`src/rtl/collision_pkg.sv`:
```
`default_nettype none
// collision_pkg -- shared OBB record, Q7.25 constants and scheduler state encoding.
// Rev 1.0
package collision_pkg;

  localparam int FIX_INT  = 7;
  localparam int FIX_FRAC = 25;
  localparam int FIX_W    = FIX_INT + FIX_FRAC;

  localparam logic signed [FIX_W-1:0] FIX_ONE  = 32'sh0200_0000;
  localparam logic signed [FIX_W-1:0] FIX_HALF = 32'sh0100_0000;

  typedef struct packed {
    logic signed [FIX_W-1:0] pos_x;
    logic signed [FIX_W-1:0] pos_y;
    logic signed [FIX_W-1:0] u_x;
    logic signed [FIX_W-1:0] u_y;
    logic signed [FIX_W-1:0] v_x;
    logic signed [FIX_W-1:0] v_y;
    logic signed [FIX_W-1:0] half_w;
    logic signed [FIX_W-1:0] half_h;
  } obb_t;

  typedef enum logic [1:0] {
    IDLE   = 2'd0,
    SCAN   = 2'd1,
    DRAIN  = 2'd2,
    FINISH = 2'd3
  } state_t;

endpackage
`default_nettype wire

```
`src/rtl/collision_pair_scheduler_if.sv`:
```
`default_nettype none
// collision_pair_scheduler_if -- table write, detector and result-stream signals of the pair scheduler.
// Rev 1.0
interface collision_pair_scheduler_if #(
  parameter int N_OBJ = 8,
  parameter int IDX_W = $clog2(N_OBJ)
);
  import collision_pkg::*;

  logic             obb_we;
  logic [IDX_W-1:0] obb_waddr;
  obb_t             obb_wdata;
  logic [N_OBJ-1:0] active_mask;
  logic             start;
  obb_t             obb_a;
  obb_t             obb_b;
  logic             is_collision;
  logic             res_valid;
  logic             res_ready;
  logic [IDX_W-1:0] res_a;
  logic [IDX_W-1:0] res_b;
  logic             res_hit;
  logic             busy;
  logic             done;
  logic [N_OBJ-1:0] collide_mask;

  modport slave (
    input  obb_we, obb_waddr, obb_wdata, active_mask, start, is_collision, res_ready,
    output obb_a, obb_b, res_valid, res_a, res_b, res_hit, busy, done, collide_mask
  );

  modport master (
    output obb_we, obb_waddr, obb_wdata, active_mask, start, is_collision, res_ready,
    input  obb_a, obb_b, res_valid, res_a, res_b, res_hit, busy, done, collide_mask
  );

endinterface
`default_nettype wire

```
`src/rtl/pair_index_gen.sv`:
```
`default_nettype none
// pair_index_gen -- i<j pair counters walking the upper triangle, with last-pair flag.
// Rev 1.0
module pair_index_gen #(
  parameter int N_OBJ = 8,
  parameter int IDX_W = $clog2(N_OBJ)
) (
  input  logic             clk,
  input  logic             rst,
  input  logic             init,
  input  logic             advance,
  output logic [IDX_W-1:0] idx_i,
  output logic [IDX_W-1:0] idx_j,
  output logic             last_pair
);

  localparam logic [IDX_W-1:0] ONE    = IDX_W'(1);
  localparam logic [IDX_W-1:0] TWO    = IDX_W'(2);
  localparam logic [IDX_W-1:0] LAST_I = IDX_W'(N_OBJ - 2);
  localparam logic [IDX_W-1:0] LAST_J = IDX_W'(N_OBJ - 1);

  logic [IDX_W-1:0] i_q, i_d, j_q, j_d;

  assign idx_i     = i_q;
  assign idx_j     = j_q;
  assign last_pair = (i_q == LAST_I) && (j_q == LAST_J);

  // Passing the last pair rewinds to (0,1) so the detector inputs idle on entries 0/1.
  always_comb begin
    i_d = i_q;
    j_d = j_q;
    if (init || (advance && last_pair)) begin
      i_d = '0;
      j_d = ONE;
    end else if (advance) begin
      if (j_q == LAST_J) begin
        i_d = i_q + ONE;
        j_d = i_q + TWO;
      end else begin
        j_d = j_q + ONE;
      end
    end
  end

  always_ff @(posedge clk) begin
    if (rst) begin
      i_q <= '0;
      j_q <= ONE;
    end else begin
      i_q <= i_d;
      j_q <= j_d;
    end
  end

endmodule
`default_nettype wire

```
`src/rtl/collision_pair_scheduler.sv`:
```
`default_nettype none
// collision_pair_scheduler -- walks active object pairs through an OBB detector and streams per-pair results.
// Rev 1.0; build macro COLLISION_PIPE_EN registers the detector inputs.
module collision_pair_scheduler
  import collision_pkg::*;
#(
  parameter int N_OBJ = 8,
  parameter int IDX_W = $clog2(N_OBJ)
) (
  input  logic                     Clk,
  input  logic                     Reset,
  collision_pair_scheduler_if.slave bus
);

  obb_t             table_q [N_OBJ];
  state_t           state_q, state_d;
  logic [N_OBJ-1:0] active_q, active_d;
  logic [N_OBJ-1:0] cmask_q, cmask_d;
  logic             res_valid_q, res_valid_d;
  logic             res_hit_q, res_hit_d;
  logic [IDX_W-1:0] res_a_q, res_a_d;
  logic [IDX_W-1:0] res_b_q, res_b_d;
  logic             busy_q, busy_d;
  logic             done_q, done_d;

  logic [IDX_W-1:0] idx_i, idx_j, src_a, src_b;
  logic             last_pair, scan_init, advance, out_free;
  logic             pair_active, src_valid, drain_ok;

  pair_index_gen #(
    .N_OBJ(N_OBJ),
    .IDX_W(IDX_W)
  ) u_pair_idx (
    .clk      (Clk),
    .rst      (Reset),
    .init     (scan_init),
    .advance  (advance),
    .idx_i    (idx_i),
    .idx_j    (idx_j),
    .last_pair(last_pair)
  );

  assign pair_active = active_q[idx_i] & active_q[idx_j];
  assign out_free    = ~res_valid_q | bus.res_ready;

`ifdef COLLISION_PIPE_EN
  // One pair in flight between the detector registers and the output register.
  logic             pipe_valid_q, pipe_valid_d;
  logic [IDX_W-1:0] pipe_a_q, pipe_a_d, pipe_b_q, pipe_b_d;
  obb_t             obb_a_q, obb_a_d, obb_b_q, obb_b_d;
  logic             pipe_move, pipe_free;

  assign pipe_move = pipe_valid_q & out_free;
  assign pipe_free = ~pipe_valid_q | out_free;
  assign advance   = (state_q == SCAN) & pipe_free;
  assign src_valid = pipe_move;
  assign src_a     = pipe_a_q;
  assign src_b     = pipe_b_q;
  assign drain_ok  = ~pipe_valid_q & out_free;
  assign bus.obb_a = obb_a_q;
  assign bus.obb_b = obb_b_q;

  always_comb begin
    pipe_valid_d = pipe_valid_q & ~pipe_move;
    pipe_a_d     = pipe_a_q;
    pipe_b_d     = pipe_b_q;
    obb_a_d      = obb_a_q;
    obb_b_d      = obb_b_q;
    if (advance) begin
      pipe_valid_d = pair_active;
      pipe_a_d     = idx_i;
      pipe_b_d     = idx_j;
    end
    if (pipe_free) begin
      obb_a_d = table_q[idx_i];
      obb_b_d = table_q[idx_j];
    end
  end

  always_ff @(posedge Clk) begin
    if (Reset) begin
      pipe_valid_q <= 1'b0;
      pipe_a_q     <= '0;
      pipe_b_q     <= '0;
      obb_a_q      <= '0;
      obb_b_q      <= '0;
    end else begin
      pipe_valid_q <= pipe_valid_d;
      pipe_a_q     <= pipe_a_d;
      pipe_b_q     <= pipe_b_d;
      obb_a_q      <= obb_a_d;
      obb_b_q      <= obb_b_d;
    end
  end
`else
  assign advance   = (state_q == SCAN) & out_free;
  assign src_valid = advance & pair_active;
  assign src_a     = idx_i;
  assign src_b     = idx_j;
  assign drain_ok  = out_free;
  assign bus.obb_a = table_q[idx_i];
  assign bus.obb_b = table_q[idx_j];
`endif

  // A start landing on the done cycle is ignored even though the state is already IDLE.
  always_comb begin
    state_d   = state_q;
    active_d  = active_q;
    cmask_d   = cmask_q;
    scan_init = 1'b0;
    case (state_q)
      IDLE: begin
        if (bus.start && !done_q) begin
          active_d  = bus.active_mask;
          cmask_d   = '0;
          scan_init = 1'b1;
          state_d   = SCAN;
        end
      end
      SCAN:    if (advance && last_pair) state_d = DRAIN;
      DRAIN:   if (drain_ok) state_d = FINISH;
      FINISH:  state_d = IDLE;
      default: state_d = IDLE;
    endcase

    res_valid_d = res_valid_q;
    res_a_d     = res_a_q;
    res_b_d     = res_b_q;
    res_hit_d   = res_hit_q;
    if (src_valid) begin
      res_valid_d    = 1'b1;
      res_a_d        = src_a;
      res_b_d        = src_b;
      res_hit_d      = bus.is_collision;
      cmask_d[src_a] = cmask_d[src_a] | bus.is_collision;
      cmask_d[src_b] = cmask_d[src_b] | bus.is_collision;
    end else if (bus.res_ready) begin
      res_valid_d = 1'b0;
    end

    busy_d = (state_d != IDLE);
    done_d = (state_q == FINISH);
  end

  always_ff @(posedge Clk) begin
    if (Reset) begin
      state_q     <= IDLE;
      active_q    <= '0;
      cmask_q     <= '0;
      res_valid_q <= 1'b0;
      res_a_q     <= '0;
      res_b_q     <= '0;
      res_hit_q   <= 1'b0;
      busy_q      <= 1'b0;
      done_q      <= 1'b0;
    end else begin
      state_q     <= state_d;
      active_q    <= active_d;
      cmask_q     <= cmask_d;
      res_valid_q <= res_valid_d;
      res_a_q     <= res_a_d;
      res_b_q     <= res_b_d;
      res_hit_q   <= res_hit_d;
      busy_q      <= busy_d;
      done_q      <= done_d;
    end
  end

  // Table has no reset; contents stay undefined until written.
  always_ff @(posedge Clk) begin
    if (bus.obb_we && (state_q == IDLE) && (int'(bus.obb_waddr) < N_OBJ)) begin
      table_q[bus.obb_waddr] <= bus.obb_wdata;
    end
  end

  assign bus.res_valid    = res_valid_q;
  assign bus.res_a        = res_a_q;
  assign bus.res_b        = res_b_q;
  assign bus.res_hit      = res_hit_q;
  assign bus.busy         = busy_q;
  assign bus.done         = done_q;
  assign bus.collide_mask = cmask_q;

endmodule
`default_nettype wire

```
`src/flat_wrapper.sv`:
```
// flat-port wrapper written by rule: the top's interface ports become plain ports
module collision_pair_scheduler_flat import collision_pkg::*;
#(
  parameter int N_OBJ = 8,
  parameter int IDX_W = $clog2(N_OBJ)
)
  (Clk, Reset, bus_obb_we, bus_obb_waddr, bus_obb_wdata, bus_active_mask, bus_start, bus_is_collision, bus_res_ready, bus_obb_a, bus_obb_b, bus_res_valid, bus_res_a, bus_res_b, bus_res_hit, bus_busy, bus_done, bus_collide_mask);
  collision_pair_scheduler_if #(.N_OBJ(N_OBJ), .IDX_W(IDX_W)) bus_i ();
  input  logic Clk;
  input  logic Reset;
  input wire logic [$bits(bus_i.obb_we)-1:0] bus_obb_we;
  input wire logic [$bits(bus_i.obb_waddr)-1:0] bus_obb_waddr;
  input wire logic [$bits(bus_i.obb_wdata)-1:0] bus_obb_wdata;
  input wire logic [$bits(bus_i.active_mask)-1:0] bus_active_mask;
  input wire logic [$bits(bus_i.start)-1:0] bus_start;
  input wire logic [$bits(bus_i.is_collision)-1:0] bus_is_collision;
  input wire logic [$bits(bus_i.res_ready)-1:0] bus_res_ready;
  output wire logic [$bits(bus_i.obb_a)-1:0] bus_obb_a;
  output wire logic [$bits(bus_i.obb_b)-1:0] bus_obb_b;
  output wire logic [$bits(bus_i.res_valid)-1:0] bus_res_valid;
  output wire logic [$bits(bus_i.res_a)-1:0] bus_res_a;
  output wire logic [$bits(bus_i.res_b)-1:0] bus_res_b;
  output wire logic [$bits(bus_i.res_hit)-1:0] bus_res_hit;
  output wire logic [$bits(bus_i.busy)-1:0] bus_busy;
  output wire logic [$bits(bus_i.done)-1:0] bus_done;
  output wire logic [$bits(bus_i.collide_mask)-1:0] bus_collide_mask;
  assign bus_i.obb_we = bus_obb_we;
  assign bus_i.obb_waddr = bus_obb_waddr;
  assign bus_i.obb_wdata = bus_obb_wdata;
  assign bus_i.active_mask = bus_active_mask;
  assign bus_i.start = bus_start;
  assign bus_i.is_collision = bus_is_collision;
  assign bus_i.res_ready = bus_res_ready;
  assign bus_obb_a = bus_i.obb_a;
  assign bus_obb_b = bus_i.obb_b;
  assign bus_res_valid = bus_i.res_valid;
  assign bus_res_a = bus_i.res_a;
  assign bus_res_b = bus_i.res_b;
  assign bus_res_hit = bus_i.res_hit;
  assign bus_busy = bus_i.busy;
  assign bus_done = bus_i.done;
  assign bus_collide_mask = bus_i.collide_mask;
  collision_pair_scheduler #(.N_OBJ(N_OBJ), .IDX_W(IDX_W)) u_core (.Clk(Clk), .Reset(Reset), .bus(bus_i));
endmodule
```
`config.mk`:
```
export PLATFORM = sky130hd
export DESIGN_NAME = collision_pair_scheduler_flat
export DESIGN_NICKNAME = d
export VERILOG_FILES = /design/src/rtl/collision_pkg.sv /design/src/rtl/collision_pair_scheduler_if.sv /design/src/rtl/pair_index_gen.sv /design/src/rtl/collision_pair_scheduler.sv /design/src/flat_wrapper.sv
export SDC_FILE = /design/constraint.sdc
export NUM_CORES = 2
export LEC_CHECK = 0
export BUFFER_PORTS_ARGS = -buffer_cell sky130_fd_sc_hd__buf_4
export CELL_PAD_IN_SITES_DETAIL_PLACEMENT = 1
export CELL_PAD_IN_SITES_GLOBAL_PLACEMENT = 2
export CORE_AREA = 2 2 488 490
export CTS_CLUSTER_SIZE = 28
export DETAILED_ROUTE_END_ITERATION = 6
export DIE_AREA = 0 0 490 492
export PLACE_DENSITY_LB_ADDON = 0.12
export SKIP_CTS_REPAIR_TIMING = 1
export SLEW_MARGIN = 20
export SYNTH_ARGS = -nofsm -noshare
export SYNTH_HDL_FRONTEND = slang
export SYNTH_SLANG_ARGS = --single-unit
```
`constraint.sdc`:
```
create_clock -name Clk -period 29.2 [get_ports Clk]
set_clock_uncertainty 0.2 [all_clocks]
set_input_delay 2.92 -clock Clk [delete_from_list [all_inputs] [get_ports Clk]]
set_output_delay 2.92 -clock Clk [all_outputs]
set_load 0.005 [all_outputs]
```
==> results.md <==
* PwrDens at 60.5 mW/mm²
* Met2 Use GR at 36.7%
* Via-to-Cell Ratio at 5.73
* Total power draw at 6710 µW
* Setup TNS at 0 ns
* Synth cell count leaders: edfxtp_1, mux4_2, mux2_2
* Setup CP Type: reg -> out
* Ys async rst share at 0%
* Clk_lat worst skew at 0.86 ns
* Crit end category: output port
* Routability cong. at 0.765
* Maxcap violations at 0
* Run status: finished clean
* RSZ-0062 raised after global routing: false
* Final min period at 9.04 ns
* CP startpoint kind: flip-flop
* Met3 GRT Util at 6.35%
* Hold Fails Final Rpt at 0
* Final hold slack at 0.281 ns
* Crit Path Max Fanout at 41
* Syn nets at 4428
* Tightest Pin Transition at 1.17 ns
* Final setup vio count at 0
* Mean Syn Cell Area at 22.6 µm²
* DRT iter0 DRCs at 3120
* Placed insts at 7898
* Final max-slew violation count at 0
* WL/cell at 32.0 µm
* Gr usage total at 22.0%
* Clock sink count at 2088
* Yosys cell types at 49
* Global route hottest layer: met2
* Final period util at 31.0%
* GR Overflow Total at 0
* Post-synth EDFFs at 2048
* DR pass1 iterations at 5
* Layout Nets at 5247
* Most common cell in the netlist: edfxtp_1
* Leakage at 0.0350 µW
* First-pass GRT wire length at 384000 µm
* Synth Register Bits at 2088
* Max Clk Rate at 0.111 GHz
* CP cell instances: buf_4, buf_4, buf_4, buf_4, mux4_2, mux2_2, buf_4
* Routed vias at 47.8k
* Initial cell density of the core at 39.7%
* CTS tree: built
* Synth Cell Area at 0.0937 mm²
* Peak VDD IR at 0.0561 mV
* DR DRC count at 0
* Clock tree buffer depth at 3
* CP arrival at 5.92 ns
* IO Pins at 803
* Dominant cells by area after synthesis: edfxtp_1, mux4_2, mux2_2
* DPL Wire Length at 153000 µm
* Sequential fraction of the synthesis area at 66.5%
* Die Width at 490 µm
* Root Driver: clkbuf_16
* Crit path buffers/inverters at 5
* Antenna violations before repair at 53
* ANT nets after route at 0
* Share of layout cells above drive strength 1 at 53.5%
* Dominant synthesized flop cell: edfxtp_1
* CTS buffer count at 231
* Total Routed Length at 267000 µm
* CP Data Required Time at 26.08 ns
* Largest stage delay on the critical path at 0.83 ns
* H-Tree Depth at 4
* M1 GR Usage at 28.1%
* Die area at 0.241 mm²
* Fin cells at 8343
* Yosys top cell area share at 65.6%
* Crit path max-delay family: buffers and inverters
* Clock slew at reported path FFs at 0.06 ns
* P&R area growth vs syn at 18.4%
* Mapped Cells at 4147
* Slowest cell on the critical path: buf_4
* Area leader, netlist: edfxtp_1
* Site Rows at 179
* Largest net degree at the start of global routing at 133
* Core Area at 0.236 mm²
* Slew headroom at 22.1%
* Synth Warn # at 0
* Number of global-route vias before repair at 52.7k
* CP dominant cell by count: buf_4
* Port-buffer cells at 802
* Worst min path class: reg -> reg
* Die H at 492 µm
==> cell type report <==
class / instances / area [µm²]
fillers: 21200 / 125000
clock inverters: 141 / 1410
inverters: 7 / 26.3
flip-flops and latches: 2088 / 62300
well taps: 3167 / 3960
multi-input cells: 1750 / 30300
repair buffers: 888 / 6920
diodes: 17 / 42.5
clock buffers: 285 / 6010
==> where the power goes <==
| group | internal (µW) | switching [µW] |
|---|---|---|
| Clock | 1640 | 1210 |
| Combinational | 236 | 245 |
| Sequential | 3350 | 28.7 |
==> sequential cells by signal, summed over array words and instances (netlist names), named ones only <==
name                     flops
u_core.active_q              8
u_core.table_q            2048
u_core.bus.res_hit           1
u_core.u_pair_idx.idx_j      3
u_core.bus.res_b             3
u_core.u_pair_idx.idx_i      3
u_core.state_q               2
u_core.bus.done              1
u_core.bus.busy              1
u_core.bus.res_a             3
u_core.bus.collide_mask      8
u_core.bus.res_valid         1
==> kinds of logic after synthesis <==
logic type	count (synthesis)	synth area share, %
AOI/OAI and AO/OA	60	0.429
xor gates and xnor gates	2	0.0187
adders and majority gates	8	0.107
buffers and inverters	309	1.29
DFF	2088	66.5
muxes	1556	31.0
and+or+nand+nor	124	0.676
==> metrics by stage <==
step           cell area (µm²)  worst slack [ns]  utilization (%)
2_1_floorplan            93700              7.32                -
3_3_place_gp            103000             20.79             43.8
3_5_place_dp            103000             20.78             43.8
4_1_cts                 111000             19.81             46.9
5_1_grt                 111000             19.53             47.0
6_report                111000             20.16             47.0
==> tightest hold or removal path, delay by kind of cell (launching register included) <==
kind / cells / cell delay, ns
simple gates: 1 / 0.06
compound gates: 1 / 0.05
flops: 1 / 0.32
==> worst paths after layout <==
kind	startpoint	endpoint	slack (ns)	cells past startpoint
setup reg to reg	u_core.state_q[1]	u_core.table_q[6][115]	24.29	7
setup / recovery	flip-flop	bus_obb_a[111]	20.16	7
hold reg to reg	u_core.active_q[1]	u_core.active_q[1]	0.28	2
hold / removal	u_core.active_q[1]	u_core.active_q[1]	0.28	2
==> metal layers <==
layer  vias to the layer above  wire length [µm]
li1                      19900                 -
met1                     26300            109000
met2                      1225            133000
met3                       356             18500
met4                        62              6140
met5                         -               394
==> placed cells by master (no fill, tap or decap), types with 3 or more instances in the layout <==
cell type and count:
a22oi_1 3, inv_1 7, clkbuf_8 3, edfxtp_1 2048, nand4_1 3, dfxtp_1 34
bufinv_16 20, ha_1 8, a32oi_1 3, nor2_4 6, nor3b_1 3, inv_16 3
buf_12 20, nor3_1 3, nand3_1 10, nand2b_1 8, a31oi_1 5, nor2b_1 5
clkbuf_16 231, clkinv_16 8, dfxtp_4 6, mux4_2 1027, buf_4 868, clkbuf_1 51
clkinv_1 60, o21ai_0 13, o21ai_1 3, mux2_2 512, nand2_1 42, a311o_1 3
clkinv_2 45, nor2_1 22, nand3b_1 6, nor4b_1 3, diode_2 17, mux2i_1 17
a21oi_1 18
No activity file was read; power rests on OpenSTA's default activity.
